## config.mk

```make
export PLATFORM = sky130hd
export DESIGN_NAME = unidade_busca_flat
export DESIGN_NICKNAME = d
export VERILOG_FILES = /design/src/rtl/unidade_busca_pkg.sv /design/src/rtl/unidade_busca_if.sv /design/src/rtl/unidade_busca_calc_proximo_pc.sv /design/src/rtl/unidade_busca.sv /design/src/flat_wrapper.sv
export SDC_FILE = /design/constraint.sdc
export NUM_CORES = 1
export LEC_CHECK = 0
export CAP_MARGIN = 20
export CORE_AREA = 10 10 127 129
export CTS_CLUSTER_DIAMETER = 80
export DETAILED_ROUTE_END_ITERATION = 6
export DIE_AREA = 0 0 137 139
export GPL_ROUTABILITY_DRIVEN = 0
export PLACE_DENSITY = 0.81
export SYNTH_ARGS = -nofsm -noshare
export SYNTH_HDL_FRONTEND = slang
export SYNTH_SLANG_ARGS = --single-unit
```

## constraint.sdc

```tcl
create_clock -name clk -period 6.4 [get_ports clk]
set_input_delay 1.28 -clock clk [delete_from_list [all_inputs] [get_ports clk]]
set_output_delay 1.28 -clock clk [all_outputs]
set_load 0.03 [all_outputs]
```

## src/rtl/unidade_busca_pkg.sv

```systemverilog
// Shared definitions for the instruction-fetch stage:
// FSM encoding, the NOP/halt word and instruction field positions.
package unidade_busca_pkg;

    typedef enum logic [1:0] {
        START = 2'd0,
        RUN   = 2'd1,
        HALT  = 2'd2,
        FAULT = 2'd3
    } estado_t;

    localparam logic [31:0] NOP_WORD = 32'h0000_0000;

    localparam int IMM_MSB    = 15;
    localparam int IMM_LSB    = 0;
    localparam int TARGET_MSB = 25;
    localparam int TARGET_LSB = 0;

endpackage

```

## src/rtl/unidade_busca_if.sv

```systemverilog
// Instruction memory bus: byte address out, word back (combinational read).
// master = fetch stage, slave = instruction memory.
interface unidade_busca_if;

    logic [31:0] mem_addr;
    logic [31:0] mem_instr;

    modport master (
        output mem_addr,
        input  mem_instr
    );

    modport slave (
        input  mem_addr,
        output mem_instr
    );

endinterface

```

## src/rtl/unidade_busca_calc_proximo_pc.sv

```systemverilog
// Combinational next-PC: sequential / beq / j selection and range flag.
// Ports: pc, imm, target, branch_taken, jump in; pc_plus4, pc_next, fora out.
module calc_proximo_pc #(
    parameter int MEM_BYTES = 1024
) (
    input  logic [31:0] pc,
    input  logic [15:0] imm,
    input  logic [25:0] target,
    input  logic        branch_taken,
    input  logic        jump,
    output logic [31:0] pc_plus4,
    output logic [31:0] pc_next,
    output logic        fora
);

    logic [31:0] desl;

    assign pc_plus4 = pc + 32'd4;
    assign desl     = {{14{imm[15]}}, imm, 2'b00};

    // jump outranks branch_taken when both are asserted
    always_comb begin
        pc_next = pc_plus4;
        if (jump) begin
            pc_next = {pc_plus4[31:28], target, 2'b00};
        end else if (branch_taken) begin
            pc_next = pc_plus4 + desl;
        end
    end

    // a wrapped (negative) target is a huge unsigned value, so it lands here too
    assign fora = (pc_next >= 32'(MEM_BYTES));

endmodule

```

## src/rtl/unidade_busca.sv

```systemverilog
// Fetch stage: PC register, run/halt/fault FSM, retired-instruction counter.
// Ports: clk, reset, mem bus, stall/branch_taken/jump in; instr, pc, status out.
module unidade_busca
    import unidade_busca_pkg::*;
#(
    parameter logic [31:0] RESET_PC     = 32'h0000_0000,
    parameter int          MEM_BYTES    = 1024,
    parameter bit          HALT_ON_ZERO = 1'b1
) (
    input  logic                   clk,
    input  logic                   reset,
    unidade_busca_if.master        mem,
    input  logic                   stall,
    input  logic                   branch_taken,
    input  logic                   jump,
    output logic [31:0]            instr,
    output logic                   instr_valid,
    output logic [31:0]            pc,
    output logic [31:0]            pc_plus4,
    output logic                   halted,
    output logic                   fault,
    output logic [31:0]            instr_count
);

    estado_t     estado_q, estado_d;
    logic [31:0] pc_q, pc_d;
    logic [31:0] cnt_q, cnt_d;
    logic [31:0] pc_next;
    logic        fora;

    calc_proximo_pc #(
        .MEM_BYTES (MEM_BYTES)
    ) u_calc (
        .pc           (pc_q),
        .imm          (mem.mem_instr[IMM_MSB:IMM_LSB]),
        .target       (mem.mem_instr[TARGET_MSB:TARGET_LSB]),
        .branch_taken (branch_taken),
        .jump         (jump),
        .pc_plus4     (pc_plus4),
        .pc_next      (pc_next),
        .fora         (fora)
    );

    always_ff @(posedge clk) begin
        if (reset) begin
            estado_q <= START;
            pc_q     <= RESET_PC;
            cnt_q    <= '0;
        end else begin
            estado_q <= estado_d;
            pc_q     <= pc_d;
            cnt_q    <= cnt_d;
        end
    end

    always_comb begin
        estado_d    = estado_q;
        pc_d        = pc_q;
        cnt_d       = cnt_q;
        instr       = NOP_WORD;
        instr_valid = 1'b0;
        unique case (estado_q)
            START: begin
                estado_d = RUN;
            end
            RUN: begin
                // visible while stalled, but only retired when not
                instr = mem.mem_instr;
                if (!stall) begin
                    instr_valid = 1'b1;
                    if (cnt_q != 32'hFFFF_FFFF) begin
                        cnt_d = cnt_q + 32'd1;
                    end
                    if (HALT_ON_ZERO && mem.mem_instr == NOP_WORD) begin
                        estado_d = HALT;
                    end else if (fora) begin
                        estado_d = FAULT;
                    end else begin
                        pc_d = pc_next;
                    end
                end
            end
            HALT: begin
            end
            FAULT: begin
            end
            default: begin
                estado_d = START;
            end
        endcase
    end

    assign pc           = pc_q;
    assign mem.mem_addr = pc_q;
    assign instr_count  = cnt_q;
    assign halted       = (estado_q == HALT);
    assign fault        = (estado_q == FAULT);

endmodule

```

## src/flat_wrapper.sv

```systemverilog
// flat-port wrapper written by rule: the top's interface ports become plain ports
module unidade_busca_flat import unidade_busca_pkg::*;
#(
    parameter logic [31:0] RESET_PC     = 32'h0000_0000,
    parameter int          MEM_BYTES    = 1024,
    parameter bit          HALT_ON_ZERO = 1'b1
)
  (clk, reset, stall, branch_taken, jump, instr, instr_valid, pc, pc_plus4, halted, fault, instr_count, mem_mem_addr, mem_mem_instr);
  unidade_busca_if mem_i ();
  input  logic clk;
  input  logic reset;
  input  logic stall;
  input  logic branch_taken;
  input  logic jump;
  output logic [31:0] instr;
  output logic instr_valid;
  output logic [31:0] pc;
  output logic [31:0] pc_plus4;
  output logic halted;
  output logic fault;
  output logic [31:0] instr_count;
  output wire logic [$bits(mem_i.mem_addr)-1:0] mem_mem_addr;
  input wire logic [$bits(mem_i.mem_instr)-1:0] mem_mem_instr;
  assign mem_mem_addr = mem_i.mem_addr;
  assign mem_i.mem_instr = mem_mem_instr;
  unidade_busca #(.RESET_PC(RESET_PC), .MEM_BYTES(MEM_BYTES), .HALT_ON_ZERO(HALT_ON_ZERO)) u_core (.clk(clk), .reset(reset), .mem(mem_i), .stall(stall), .branch_taken(branch_taken), .jump(jump), .instr(instr), .instr_valid(instr_valid), .pc(pc), .pc_plus4(pc_plus4), .halted(halted), .fault(fault), .instr_count(instr_count));
endmodule
```

[Yosys cells after proc, flatten, opt, wreduce, memory -nomap -nowiden]
Index checks and enable logic that the tools add are counted.
Operators by class
  $add $sub $neg: 3
  magnitude comparators: 1
  eq/ne operators: 6
  mux-type cells: 9
  bitwise logic cells: 3
  reductions and logical operators: 6
Operators by type and width (number)
  2-to-1 mux 32 bit: 3
  adder 32 x 1 -> 32 bit (second input constant): 1
  adder 32 x 3 -> 32 bit (second input constant): 1
  adder 32 bit: 1
  greater-or-equal comparator 32 x 11 -> 1 bit (second input constant): 1
  logical NOT 32 bit: 1
  inequality test 32 bit (second input constant): 1
  2-to-1 mux 2 bit: 3
  AND reduction 3 bit: 2
  == test 2 bit (second input constant): 2
  one-hot mux 2 bit (2 select lines): 1
  AND reduction 4 bit: 1
  inequality test 3 x 1 -> 1 bit (second input constant): 1
  NOT 1 bit: 3
  == test 2 x 1 -> 1 bit (second input constant): 1
  logical NOT 2 bit: 1
  2-to-1 mux 1 bit: 2
  inequality test 2 bit (second input constant): 1
  nonzero test 2 bit: 1
Storage, ports and cells
  flip-flop bits (word level): 66
  input bits: 37
  output and inout bits: 163
  word-level logic and storage cells: 31

[Longest topological paths before layout]
  word-level depth: 9
  gate-level depth with buffers: 20
  depth with buffers taken out: 16

[Modules after synthesis]
From an unflattened synthesis, not the netlist that was laid out.
Second synthesis, totals
  cells, all modules: 805
  area, all modules: 6323.6 um^2
By module, submodules not included
  unidade_busca: instances 1, cells an instance 391, area each 3457.1 um^2, seq. area each 1321.3 um^2
  calc_proximo_pc: instances 1, cells an instance 414, area each 2866.5 um^2, seq. area each 0.0 um^2

[Worst setup path before layout]
No wires, ideal clock.
  path type: reg2reg
  from: reg u_core.pc_q[4], in the netlist u_core.mem.mem_addr[4]
  to: reg u_core.pc_q[15], in the netlist u_core.mem.mem_addr[15]
  library setup time: 0.116 ns
  data arrival time: 5.295 ns
  data required time: 6.284 ns
  path slack: 0.989 ns
  cell stages (with the launch flop): 19
  path buffers: 3
  clock period less this slack: 5.411 ns
  cell sequence: dfxtp_1 and4_1 clkbuf_1 nand3_1 or4_2 xnor2_1 ha_1 nand2_1 o21bai_1 a221oi_1 or4b_2 o221ai_1 a31o_2 nand3_1 and4b_1 clkbuf_1 a31oi_1 clkbuf_2 and2_2
Between the ends
  cells in the longest elaborated chain, start to end: 7
Ends and longest elaborated chain
  start: declaration: line unidade_busca.sv:26  | logic [31:0] pc_q, pc_d;
  start signal: assignment: line unidade_busca.sv:51  | pc_q <= pc_d;
  adder 32 x 3 -> 32 bit *: line unidade_busca_calc_proximo_pc.sv:18  | assign pc_plus4 = pc + 32'd4;
  via pc_plus4[20]: line flat_wrapper.sv:18  | output logic [31:0] pc_plus4;
  adder 32 bit: line unidade_busca_calc_proximo_pc.sv:27  | pc_next = pc_plus4 + desl;
  2-to-1 mux 32 bit *: line unidade_busca_calc_proximo_pc.sv:26  | end else if (branch_taken) begin
  2-to-1 mux 32 bit *: line unidade_busca_calc_proximo_pc.sv:24  | if (jump) begin
  greater-or-equal comparator 32 x 11 -> 1 bit *: line unidade_busca_calc_proximo_pc.sv:32  | assign fora = (pc_next >= 32'(MEM_BYTES));
  NOT 1 bit (no line) *
  AND reduction 4 bit (no line) *
Mark *: on every way through the listed nets, which the timed path passes. The rest lies on a longest branch.
A chain may end at the register's enable or synchronous reset.

[Worst setup path after layout]
  from: reg u_core.pc_q[2], in the netlist u_core.mem.mem_addr[2]
  to: reg u_core.pc_q[17], in the netlist u_core.mem.mem_addr[17]
Between the ends
  cells in the longest elaborated chain, start to end: 7
Ends and longest elaborated chain (line)
  adder 32 x 3 -> 32 bit *: unidade_busca_calc_proximo_pc.sv:18
  adder 32 bit: unidade_busca_calc_proximo_pc.sv:27
  2-to-1 mux 32 bit: unidade_busca_calc_proximo_pc.sv:26
  2-to-1 mux 32 bit *: unidade_busca_calc_proximo_pc.sv:24
  greater-or-equal comparator 32 x 11 -> 1 bit: unidade_busca_calc_proximo_pc.sv:32
  NOT 1 bit (no line)
  AND reduction 4 bit (no line)
Mark *: on every way between the ends. The rest lies on a longest branch, timed or not.

==> flow_summary.json <==
{
  "outcome": "completed",
  "initial_core_util_pct": 46.9,
  "mostFrequentLayoutCells": "clkdlybuf4s50_1, nor2_1, nand2_1, dfxtp_1, a21oi_1",
  "synthCells": 849,
  "skew_ps": 4.44,
  "ys_types": 89,
  "finalHoldViolCount": 0,
  "io_pins": 200,
  "dr_total_vias": 7039,
  "rows": 43,
  "maxSlewViolCount": 0,
  "rsz0062_at_grt": "false",
  "clkLatencyLatePin_ps": 320,
  "die-area_mm2": 0.0190,
  "combPwrFrac_pct": 21.0,
  "crit_required_ps": 6610,
  "cts_tree": "done",
  "fin_crit_sh_pct": 88.0,
  "postCtsSetupRepairBufs": 0,
  "clkSinkCount": 66,
  "final_common_cell": "clkdlybuf4s50_1",
  "period_needed_ps": 5630,
  "synthTopCellsByArea": "dfxtp_1, ha_1, and2_1",
  "drt_drc_violations_left": 0,
  "fillers": 1218,
  "die_x_um": 137,
  "drt.antenna.violating_nets": 0,
  "synth-seq-area-share_pct": 20.6,
  "synthesis.area_mm2": 0.00641,
  "grt_pass1_vias": 6632,
  "grt_overflow": 0,
  "synth_top_area_share_pct": 20.6,
  "setup_viol": 0,
  "wl_per_cell_um": 19.2,
  "criticalPathCategory": "flip-flop to flip-flop",
  "antenna_found_initial": 0,
  "path_max_fanout": 21,
  "synthesis.nets": 920,
  "cts_buffers": 9,
  "ctsHoldBuffers": 0,
  "power_leakage_nw": 3.12,
  "viasPerCell": 5.99,
  "dpl.hpwl_um": 17900,
  "grt_pass1_wl_um": 35000,
  "ys_seq_elements": 66,
  "io_buffers": 199,
  "place_inst": 1161,
  "hp-class": "flip-flop to flip-flop",
  "fin_util_pct": 62.1,
  "grt_use_total_pct": 22.4,
  "avgSynthCellArea_um2": 7.55,
  "insertedDiodeCount": 0,
  "clock_power_share_pct": 40.7,
  "wirelength_um": 22500,
  "die-height_um": 139,
  "cts_buffer_depth": 2,
  "ys.warnings.count": 0,
  "arrival_ps": 5850,
  "peakVddDrop_uv": 130,
  "max-cap-violations": 0,
  "drt_iter0_markers": 707,
  "hold_ws_ps": 472,
  "max_slew_margin_pct": 29.1,
  "p_int_w": 0.000784,
  "ctsResizeCount": 0,
  "tns_ps": 0,
  "final_layout_size_suffix_gt1_share_pct": 5.82,
  "endpoint_kind": "flip-flop",
  "p_sw_w": 0.000301,
  "clkSlewWorstSetupHoldPaths_ps": 50,
  "fin_nets": 1063,
  "max_freq_ghz": 0.178,
  "core_mm2": 0.0137,
  "sequentialPowerShare_pct": 38.2,
  "synth_ff_type": "dfxtp_1",
  "worstMarginPinSlew_ps": 1060,
  "yosys.area.top_type": "dfxtp_1",
  "area_growth_pct": 32.4,
  "cts-root-buf": "clkbuf_16",
  "cts_max_level": 3,
  "synth_edf_count": 0,
  "synth-async-reset-ratio_pct": 0,
  "power_density_mw_per_mm2": 128,
  "switching_share_pct": 27.8,
  "p_total_w": 0.00109,
  "cp-start-kind": "flip-flop",
  "stdcell_count": 1176,
  "drtPass1Iterations": 7,
  "grt_max_degree": 38
}
==> worst paths after layout <==
| kind | start | to | slack (ps) | cells past startpoint |
|---|---|---|---|---|
| max | u_core.mem.mem_addr[2] | u_core.mem.mem_addr[17] | 770 | 17 |
| min | u_core.mem.mem_addr[1] | u_core.mem.mem_addr[1] | 470 | 2 |
| max reg2reg | u_core.mem.mem_addr[2] | u_core.mem.mem_addr[17] | 770 | 17 |
| min reg2reg | u_core.mem.mem_addr[1] | u_core.mem.mem_addr[1] | 470 | 2 |
==> worst max-delay path, cell delays in order, from the launching register on <==
cell and delay, ps:
dfxtp_1 480, ha_1 360, and3_1 370, nand3_1 130
xor2_1 320, inv_1 120, ha_1 400, nand2_1 110
o21ai_0 430, a21oi_1 130, a2111oi_2 670, o211a_1 300
a211oi_1 100, o311ai_1 580, and4b_1 450, a31oi_1 150
buf_4 220, and2_2 200
==> layer usage <==
metal	vias up	share of wire, %	GRT usage (%)
met4	0	3.4	9.21
met5	-	0	0
met1	3225	39	26.2
met3	64	11	7.07
met2	383	47	36.6
li1	3367	-	-
==> cell usage after synthesis (all sizes together) (4+ instances only) <==
master   count
a2111oi      8
a211oi      11
a21boi       4
a21o         6
a21oi       58
a31oi        9
and2        60
and3        10
and4        11
buf         38
clkbuf      36
dfxtp       66
ha          33
inv         19
mux2i       12
nand2       81
nand3       33
nand4       32
nor2        82
nor3        21
nor4        12
o2111ai      5
o211ai       9
o21a         6
o21ai       35
o22ai        6
o41ai        4
or3         13
or4          7
xnor2       39
xor2        23
==> kinds of logic after synthesis <==
| kind of cell | after synthesis | share of synthesized area (%) |
|---|---|---|
| buf+inv | 95 | 8.59 |
| mux | 15 | 2.40 |
| fa+ha+maj | 34 | 6.75 |
| flops | 66 | 20.6 |
| compound gates | 192 | 20.4 |
| simple gates | 385 | 32.5 |
| xor+xnor | 62 | 8.76 |
==> final cells by class <==
class,instances,area (um2),share of cell area [%]
tap,180,225,2.65
sequential,66,1320,15.6
timing repair buffer,207,2050,24.2
inverter,20,75.1,0.884
clock inverter,3,15.0,0.177
clock buffer,12,256,3.02
multi-input combinational,688,4540,53.5
==> stage by stage <==
| stage | area (um2) | setup WS (ps) |
|---|---|---|
| after floorplan | 6410 | 989 |
| after global placement | 8220 | 946 |
| after detailed placement | 8220 | 835 |
| after CTS | 8490 | 947 |
| after global routing | 8490 | 464 |
| final | 8490 | 767 |
==> power groups by stage <==
stage / clock, W / combinational (W) / sequential, W
after detailed placement: 0 / 0.000225 / 0.000423
after global placement: 0 / 0.000223 / 0.000423
final: 0.000442 / 0.000228 / 0.000415
after floorplan: 0 / 0.000137 / 0.000425
after CTS: 0.000451 / 0.000226 / 0.000415
after global routing: 0.000470 / 0.000244 / 0.000415
==> state kept, by name, indices dropped and copies added, names as in the netlist <==
register             flops
u_core.instr_count      32
u_core.mem.mem_addr     32
u_core.estado_q          2
Power figures use the tool's default switching activity.
